==> src/rtl/mp_icache_ctrl_unit.sv <==
// Register-mapped control unit for the multi-port instruction cache.
// A peripheral slave port exposes enable/bypass, full flush, selective flush,
// status and statistics registers. Operations that need the cache banks to
// handshake park the FSM in a WAIT state until the acknowledge arrives. The
// slave port answers every accepted request with exactly one response beat.
module mp_icache_ctrl_unit #(
    parameter int NB_CORES = 8,
    parameter int ID_WIDTH = 5
) (
    input  logic                clk_i,
    input  logic                rst_ni,

    input  logic                speriph_req_i,
    input  logic [31:0]         speriph_add_i,
    input  logic                speriph_wen_i,
    input  logic [31:0]         speriph_wdata_i,
    input  logic [3:0]          speriph_be_i,
    input  logic [ID_WIDTH-1:0] speriph_id_i,

    output logic                speriph_gnt_o,
    output logic                speriph_r_valid_o,
    output logic [31:0]         speriph_r_rdata_o,
    output logic                speriph_r_opc_o,
    output logic [ID_WIDTH-1:0] speriph_r_id_o,

    output logic                bypass_req_o,
    input  logic [NB_CORES:0]   bypass_ack_i,
    output logic                flush_req_o,
    input  logic                flush_ack_i,

    output logic                sel_flush_req_o,
    output logic [31:0]         sel_flush_addr_o,
    input  logic                sel_flush_ack_i,

    input  logic [31:0]         global_hit_count_i,
    input  logic [31:0]         global_trans_count_i,
    input  logic [31:0]         global_miss_count_i,
    input  logic [31:0]         global_cong_count_i,
    output logic                ctrl_clear_regs_o,
    output logic                ctrl_enable_regs_o
);

    typedef enum logic [2:0] {
        S_IDLE,
        S_WAIT_BYPASS,
        S_WAIT_FLUSH,
        S_WAIT_SEL_FLUSH,
        S_RESP
    } state_t;

    typedef enum logic [3:0] {
        R_ENABLE,
        R_FLUSH,
        R_SEL_FLUSH,
        R_STATUS,
        R_STAT_CTRL,
        R_HIT,
        R_TRANS,
        R_MISS,
        R_CONG,
        R_NONE
    } reg_sel_t;

    state_t   state;
    state_t   state_next;
    reg_sel_t reg_sel;
    logic     is_write;
    logic     busy;
    logic     bypass_done;
    logic     grant;
    logic [31:0] rd_data;

    // Byte enables are meaningless here (all writes are full-word) and only
    // address bits [5:2] select a register; fold the rest into a dead net.
    logic unused_bits;
    assign unused_bits = ^{speriph_be_i, speriph_add_i[31:6], speriph_add_i[1:0]};

    assign is_write    = ~speriph_wen_i;
    assign busy        = (state != S_IDLE);
    assign bypass_done = (bypass_ack_i == {(NB_CORES+1){bypass_req_o}});
    assign grant       = speriph_gnt_o;

    // Decode the register offset; bit 5 only opens up the congestion counter.
    always_comb begin
        reg_sel = R_NONE;
        if (!speriph_add_i[5]) begin
            case (speriph_add_i[4:2])
                3'd0:    reg_sel = R_ENABLE;
                3'd1:    reg_sel = R_FLUSH;
                3'd2:    reg_sel = R_SEL_FLUSH;
                3'd3:    reg_sel = R_STATUS;
                3'd4:    reg_sel = R_STAT_CTRL;
                3'd5:    reg_sel = R_HIT;
                3'd6:    reg_sel = R_TRANS;
                default: reg_sel = R_MISS;
            endcase
        end else if (speriph_add_i[4:2] == 3'd0) begin
            reg_sel = R_CONG;
        end
    end

    // Read data mux; counters are captured in the grant cycle by the response register.
    always_comb begin
        rd_data = 32'b0;
        case (reg_sel)
            R_ENABLE:    rd_data = {31'b0, ~bypass_req_o};
            R_FLUSH:     rd_data = 32'b0;
            R_SEL_FLUSH: rd_data = sel_flush_addr_o;
            R_STATUS:    rd_data = {30'b0, busy, &bypass_ack_i};
            R_STAT_CTRL: rd_data = {31'b0, ctrl_enable_regs_o};
            R_HIT:       rd_data = global_hit_count_i;
            R_TRANS:     rd_data = global_trans_count_i;
            R_MISS:      rd_data = global_miss_count_i;
            R_CONG:      rd_data = global_cong_count_i;
            default:     rd_data = 32'b0;
        endcase
    end

    // FSM state register.
    always_ff @(posedge clk_i or negedge rst_ni) begin
        if (!rst_ni) begin
            state <= S_IDLE;
        end else begin
            state <= state_next;
        end
    end

    // Next-state logic and grant; requests are only accepted while idle.
    always_comb begin
        state_next    = state;
        speriph_gnt_o = 1'b0;
        case (state)
            S_IDLE: begin
                speriph_gnt_o = speriph_req_i;
                if (speriph_req_i) begin
                    if (is_write && reg_sel == R_ENABLE) begin
                        state_next = S_WAIT_BYPASS;
                    end else if (is_write && reg_sel == R_FLUSH) begin
                        state_next = S_WAIT_FLUSH;
                    end else if (is_write && reg_sel == R_SEL_FLUSH) begin
                        state_next = S_WAIT_SEL_FLUSH;
                    end else begin
                        state_next = S_RESP;
                    end
                end
            end
            S_WAIT_BYPASS: begin
                if (bypass_done) begin
                    state_next = S_RESP;
                end
            end
            S_WAIT_FLUSH: begin
                if (flush_ack_i) begin
                    state_next = S_RESP;
                end
            end
            S_WAIT_SEL_FLUSH: begin
                if (sel_flush_ack_i) begin
                    state_next = S_RESP;
                end
            end
            S_RESP: begin
                state_next = S_IDLE;
            end
            default: begin
                state_next = S_IDLE;
            end
        endcase
    end

    // The response beat is simply the RESP state; its payload is held below.
    assign speriph_r_valid_o = (state == S_RESP);

    // Response payload, captured at grant and held until the next grant.
    always_ff @(posedge clk_i or negedge rst_ni) begin
        if (!rst_ni) begin
            speriph_r_rdata_o <= 32'b0;
            speriph_r_opc_o   <= 1'b0;
            speriph_r_id_o    <= '0;
        end else if (grant) begin
            speriph_r_rdata_o <= is_write ? 32'b0 : rd_data;
            speriph_r_opc_o   <= (reg_sel == R_NONE);
            speriph_r_id_o    <= speriph_id_i;
        end
    end

    // Cache control outputs: requests stay high until their ack is sampled.
    always_ff @(posedge clk_i or negedge rst_ni) begin
        if (!rst_ni) begin
            bypass_req_o       <= 1'b1;
            flush_req_o        <= 1'b0;
            sel_flush_req_o    <= 1'b0;
            sel_flush_addr_o   <= 32'b0;
            ctrl_enable_regs_o <= 1'b0;
            ctrl_clear_regs_o  <= 1'b0;
        end else begin
            ctrl_clear_regs_o <= 1'b0;
            if (grant && is_write) begin
                case (reg_sel)
                    R_ENABLE: begin
                        bypass_req_o <= ~speriph_wdata_i[0];
                    end
                    R_FLUSH: begin
                        flush_req_o <= 1'b1;
                    end
                    R_SEL_FLUSH: begin
                        sel_flush_addr_o <= speriph_wdata_i;
                        sel_flush_req_o  <= 1'b1;
                    end
                    R_STAT_CTRL: begin
                        ctrl_enable_regs_o <= speriph_wdata_i[0];
                        ctrl_clear_regs_o  <= speriph_wdata_i[1];
                    end
                    default: begin
                    end
                endcase
            end
            if (state == S_WAIT_FLUSH && flush_ack_i) begin
                flush_req_o <= 1'b0;
            end
            if (state == S_WAIT_SEL_FLUSH && sel_flush_ack_i) begin
                sel_flush_req_o <= 1'b0;
            end
        end
    end

endmodule

==> config.mk <==
export PLATFORM = sky130hd
export DESIGN_NAME = mp_icache_ctrl_unit
export DESIGN_NICKNAME = d
export VERILOG_FILES = /design/src/rtl/mp_icache_ctrl_unit.sv
export SDC_FILE = /design/constraint.sdc
export NUM_CORES = 1
export LEC_CHECK = 0
export BUFFER_PORTS_ARGS = -buffer_cell sky130_fd_sc_hd__buf_2
export CAP_MARGIN = 20
export CORE_AREA = 2 2 113 115
export DETAILED_ROUTE_END_ITERATION = 16
export DIE_AREA = 0 0 115 117
export PLACE_DENSITY = 0.66
export SLEW_MARGIN = 25
export SYNTH_ARGS = -nofsm -noshare
export SYNTH_HDL_FRONTEND = slang
export SYNTH_SLANG_ARGS = --single-unit
export TNS_END_PERCENT = 30
==> constraint.sdc <==
create_clock -name clk_i -period 6.17 [get_ports clk_i]
set_clock_uncertainty 0.2 [all_clocks]
set_input_delay 0 -clock clk_i [delete_from_list [all_inputs] [get_ports clk_i]]
set_output_delay 0 -clock clk_i [all_outputs]
set_load 0.02 [all_outputs]
-- Yosys cells after proc, flatten, opt, wreduce, memory -nomap -nowiden
Index checks and enable logic that the tools add are counted.
- reductions and logical operators: 21
- bitwise gates (word level): 3
- muxes and demuxes: 22
- equal/unequal tests: 24
- operators by type and width (kind ; count):
    one-hot mux 32 bit (8 select lines) ; 1
    two-way mux 32 bit ; 1
    two-way mux 3 bit ; 7
    one-hot mux 3 bit (7 select lines) ; 1
    equality test 4 x 3 -> 1 bit, second input constant ; 4
    equality test 3 x 2 -> 1 bit, second input constant ; 4
    equality test 3 bit, second input constant ; 4
    one-hot mux 3 bit (4 select lines) ; 1
    two-way mux 1 bit ; 10
    AND reduction 2 bit ; 5
    equality test 9 bit ; 1
    AND reduction 9 bit ; 1
    equality test 4 x 2 -> 1 bit, second input constant ; 2
    equality test 4 bit, second input constant ; 2
    != test 2 bit, second input constant ; 4
    nonzero test 2 bit ; 4
    equality test 3 x 1 -> 1 bit, second input constant ; 2
    logical AND 1 bit ; 6
    logical NOT 3 bit ; 2
    equality test 4 x 1 -> 1 bit, second input constant ; 1
    logical NOT 4 bit ; 1
    two-way mux 4 bit ; 1
    AND reduction 4 bit ; 1
    NOT 1 bit ; 3
    nonzero test 3 bit ; 1
- output and inout port bits: 77
- logic and storage cells: 80
- flip-flop bits (word level): 78
- input port bits: 216

-- Logic depth before layout (Yosys ltp)
- word-level depth: 10
- mapped depth: 8
- gate-level depth less buffers: 5

-- Worst setup path before layout
Ideal clock, no wire load.
- path type: flip-flop to flip-flop
- start: reg state[0]
- end: reg sel_flush_addr_o[10]
- path slack: 3.882 ns
- arrival time: 1.963 ns
- stages on the path, launching flop included: 7
- library setup time: 0.125 ns
- period minus slack after synthesis: 2.288 ns
- path buffers: 3
- required time: 5.845 ns
- path through: dfrtp_1 -> buf_2 -> or4b_1 -> buf_2 -> nor3b_4 -> buf_6 -> mux2_2
- longest elaborated chain between the ends: 4
- RTL lines (element ; line ; RTL):
    from (decl) ; 64 ; state_t state;
    from (signal assigned) ; 124 ; state <= state_next;
    logical NOT 3 bit ; 132 ; case (state)
    two-way mux 1 bit ; 132 ;
    logical AND 1 bit ; 198 ; if (grant && is_write) begin
    AND reduction 2 bit (no source line) ; -- ;
    to (signal assigned) ; 207 ; sel_flush_addr_o <= speriph_wdata_i;
    to (decl) ; 32 ; output logic [31:0] sel_flush_addr_o,
No other way between the ends.
A chain may end at the register's enable or synchronous reset.

-- Final worst setup path
- start: in speriph_add_i[3]
- end: reg speriph_r_rdata_o[23]
- longest elaborated chain between the ends: 6
- elaborated cells between the ends (all ways): 20
- those cells by class: 13 x eq/ne; 5 x mux; 2 x reduce/logical
- RTL lines (element ; line ; RTL):
    from (decl) ; 14 ; input logic [31:0] speriph_add_i,
    equality test 3 bit (tied with other cells) ; 87 ; case (speriph_add_i[4:2])
    one-hot mux 3 bit (7 select lines) or two-way mux 1 bit (tied branches) ; 87, 97 ;
    two-way mux 4 bit * ; 86 ; if (!speriph_add_i[5]) begin
    equality test 4 bit (tied with other cells) ; 105 ; case (reg_sel)
    one-hot mux 32 bit (8 select lines) * ; 105 ;
    two-way mux 32 bit * ; 181 ; speriph_r_rdata_o <= is_write ? 32'b0 : rd_data;
    to (signal assigned) ; 181 ;
    to (decl) ; 22 ; output logic [31:0] speriph_r_rdata_o,
Mark *: on every way between the ends. The rest lies on a longest branch, timed or not.

==> reports/qor.json <==
{
  "status": "finished clean",
  "timing.reg2reg.setup_slack_ps": 3020,
  "path_max_fanout": 23,
  "clock_tree_from_tritoncts": "done",
  "drive_gt1_share_pct": 43.62,
  "yosys.area.top_type": "dfrtp_1",
  "placed_wire_length_estimate_after_detailed_placement_mm": 9.663,
  "design.die.area_um2": 13460,
  "fin_crit_sh_pct": 55.91,
  "gr-usage-all-layers_pct": 22.56,
  "worst_pin_slew_ps": 716.2,
  "worstPathBufferInverterCount": 5,
  "ff2ff_path_depth": 7,
  "slowest_delay_ps": 700,
  "area_growth_syn_to_fin_pct": 82.27,
  "place.detailed.instances": 733,
  "synth.distinct_cells": 45,
  "hold_viol_final": 0,
  "critical_path_depth": 9,
  "hold_path_class": "input pin to flop",
  "static_power_due_to_leakage_nw": 3.759,
  "routedWlPerCell_um": 17.84,
  "net_count_of_the_mapped_netlist": 565,
  "numPortBuffers": 260,
  "worst_endpoint_required_time_ps": 6240,
  "mostFrequentLayoutCell": "buf_2",
  "synth_top_cell_area_share_pct": 49.30,
  "clk_transition_reported_paths_ps": 60,
  "finish.utilization_pct": 57.87,
  "drv_slew": 0,
  "mappedNetlistArea_um2": 3909,
  "route.antenna.remaining_nets": 0,
  "post_cts_buffers": 0,
  "place_ws_ps": 2893,
  "crit_chain": "dlygate4sd3_1, buf_2, nor4bb_4, buf_4, a222oi_1, dlygate4sd3_1, a21oi_1, dlygate4sd3_1, a21o_1",
  "rsz0062_at_grt": "false",
  "routability_congestion": 0.7967,
  "int_power_mw": 1.169,
  "crit_end": "speriph_r_rdata_o[23]",
  "placement_rows": 41,
  "vias": 4828,
  "routed_via_density": 5.394,
  "final_cell_mix": "buf_2, dlygate4sd3_1, dfrtp_1",
  "top_level_ports": 293,
  "antenna_violations_before_repair": 0,
  "height_of_the_die_um": 117,
  "netSwitchingPower_uw": 550.8,
  "synth.avg_cell_area_um2": 11.20,
  "synth_area_leaders": "dfrtp_1, mux2_2, a222oi_1",
  "cpLargestDelayFamily": "buffers and inverters",
  "grt_pass1_vias": 4767,
  "final_cell_count_no_fill": 895,
  "synthFlopType": "dfrtp_1",
  "drt_iter0_drc": 397,
  "synth-edff-count": 0,
  "ctsHtreeMaxLevel": 3,
  "regToRegStartpoint": "state[0]",
  "setup_viol_count_final": 0,
  "relSlewSlack_pct": 52.26,
  "initial_utilization_pct": 31.75,
  "insertedDiodeCount": 0,
  "yosysWarningCount": 0,
  "fin_crit_ps": 3450,
  "startpoint_type": "input pin",
  "p_per_area_nw_per_um2": 241.4,
  "cts-root-buf": "clkbuf_16",
  "grt_first_pass_wirelength_mm": 23.45,
  "power_frac_seq_pct": 38.9,
  "worstPathArrival_ps": 3520,
  "cts_max_path_buffers": 2,
  "final.setup.worst_slack_ps": 2720,
  "grt_overflow_total": 0,
  "startpoint": "speriph_add_i[3]",
  "slowest_stage": "nor4bb_4",
  "sinks_on_the_clock_net": 78,
  "floorplan.core_area_um2": 12310,
  "n_fill_cell": 1031,
  "async_reset_ff_share_pct": 100.0,
  "chipWidth_um": 115,
  "num-nets-final": 956,
  "comb_power_share_pct": 29.7,
  "critical_path_class": "input pin to flop",
  "end_kind": "flop",
  "timing.setup.tns_ps": 0,
  "power_switching_share_pct": 32.03,
  "drtPass1Iterations": 7,
  "detail_route.wirelength_mm": 15.97,
  "achievable-frequency_mhz": 289.9,
  "drc_errors": 0,
  "seq_total_area_yosys_pct": 49.97,
  "numCtsBuffers": 9,
  "insertion_delay_ps": 330,
  "largest_net_degree_at_the_start_of_global_routing": 79,
  "cell_count_after_synthesis": 349,
  "end_of_the_worst_register_to_register_path": "speriph_r_rdata_o[0]",
  "count_of_maximum_capacitance_violations": 0,
  "ir_drop_uv": 143.4,
  "clock_power_share_pct": 31.4,
  "crit_top_cell": "dlygate4sd3_1",
  "hold-worst-slack_ps": 76.82,
  "ys_seq_elements": 78
}
## state kept, by name, indices dropped and copies added, names as in the netlist
register,cells
bypass_req_o,1
ctrl_clear_regs_o,1
ctrl_enable_regs_o,1
flush_req_o,1
sel_flush_addr_o,32
sel_flush_req_o,1
speriph_r_id_o,5
speriph_r_opc_o,1
speriph_r_rdata_o,32
state,3
## power groups by stage
stage / sequential, mW / clock (mW) / combinational [mW]
finish: 0.669 / 0.540 / 0.511
global route: 0.679 / 0.579 / 0.545
CTS: 0.665 / 0.552 / 0.502
detailed placement: 0.673 / 0 / 0.441
global placement: 0.669 / 0 / 0.434
floorplan: 0.769 / 0 / 0.139
## tightest hold or removal path, delay by kind of cell
| kind | cells | cell delay (ps) |
|---|---|---|
| AO/OA/AOI/OAI | 1 | 270 |
| buffers and inverters | 1 | 90 |
| AND/OR/NAND/NOR | 2 | 200 |
## stage by stage
step / instance area, um2 / total power [mW]
final: 7124 / 1.720
after global routing: 7124 / 1.802
after global placement: 5344 / 1.103
after floorplan: 3909 / 0.9078
after detailed placement: 5344 / 1.114
after CTS: 7108 / 1.720
## synth_stat cells (2+ instances only)
cell and count:
a21o_1 31, a21oi_1 37, a222oi_1 31, a22oi_1 31, a31oi_1 2, buf_2 7
buf_6 3, clkbuf_1 23, dfrtp_1 77, inv_1 2, mux2_1 2, mux2_2 31
nand2_1 21, nand2b_1 2, nand3_1 2, nand4_1 2, nor2_1 3, nor2b_1 2
nor3_1 4, nor4_1 3, nor4b_1 3, nor4bb_1 2, o211ai_1 3, o31ai_1 2
or3b_2 2, or4_1 2
## cell families (layout without fill, tap and decap cells)
family | count (synthesis) | after routing | share of synthesized area [%]
muxes | 33 | 33 | 9.507
and+or+nand+nor | 56 | 56 | 8.547
xor gates and xnor gates | 1 | 1 | 0.2241
buffers and inverters | 37 | 433 | 4.353
AOI/OAI and AO/OA | 144 | 144 | 27.40
DFF | 78 | 78 | 49.97
## final cells by class
| class | count | area (um2) | area share [%] |
|---|---|---|---|
| Clock buffer | 13 | 260.3 | 3.653 |
| Timing Repair Buffer | 414 | 2829 | 39.71 |
| Sequential cell | 78 | 1953 | 27.41 |
| Clock inverter | 3 | 42.54 | 0.5971 |
| Multi-Input combinational cell | 234 | 1841 | 25.83 |
| Inverter | 3 | 11.26 | 0.1581 |
| Tap cell | 150 | 187.7 | 2.634 |
## worst min-delay path by stage
stage                                  start                 to  slack, ps  depth (start not counted)
after floorplan                       rst_ni  ctrl_clear_regs_o       -500                          0
after global placement    speriph_wdata_i[0]       bypass_req_o       -0.9                          2
after detailed placement     speriph_id_i[2]  speriph_r_id_o[2]         -2                          3
after CTS                    bypass_ack_i[8]           state[2]         60                          4
after global routing         bypass_ack_i[8]           state[2]        100                          4
final                        bypass_ack_i[8]           state[2]         80                          4
## routing by layer
| layer | global-route usage (%) | vias to the layer above | share of wire, % |
|---|---|---|---|
| li1 | - | 2178 | - |
| met1 | 26.17 | 2358 | 38 |
| met2 | 40.71 | 258 | 51 |
| met3 | 4.377 | 34 | 7.7 |
| met4 | 9.799 | 0 | 2.5 |
| met5 | 0 | - | 0 |
## what timing repair did
action	4_1_cts	5_1_grt
gates resized for setup	0	0
hold buffers	146	0
endpoints found under the hold margin	155	0
(Power assumes the default switching activity.)
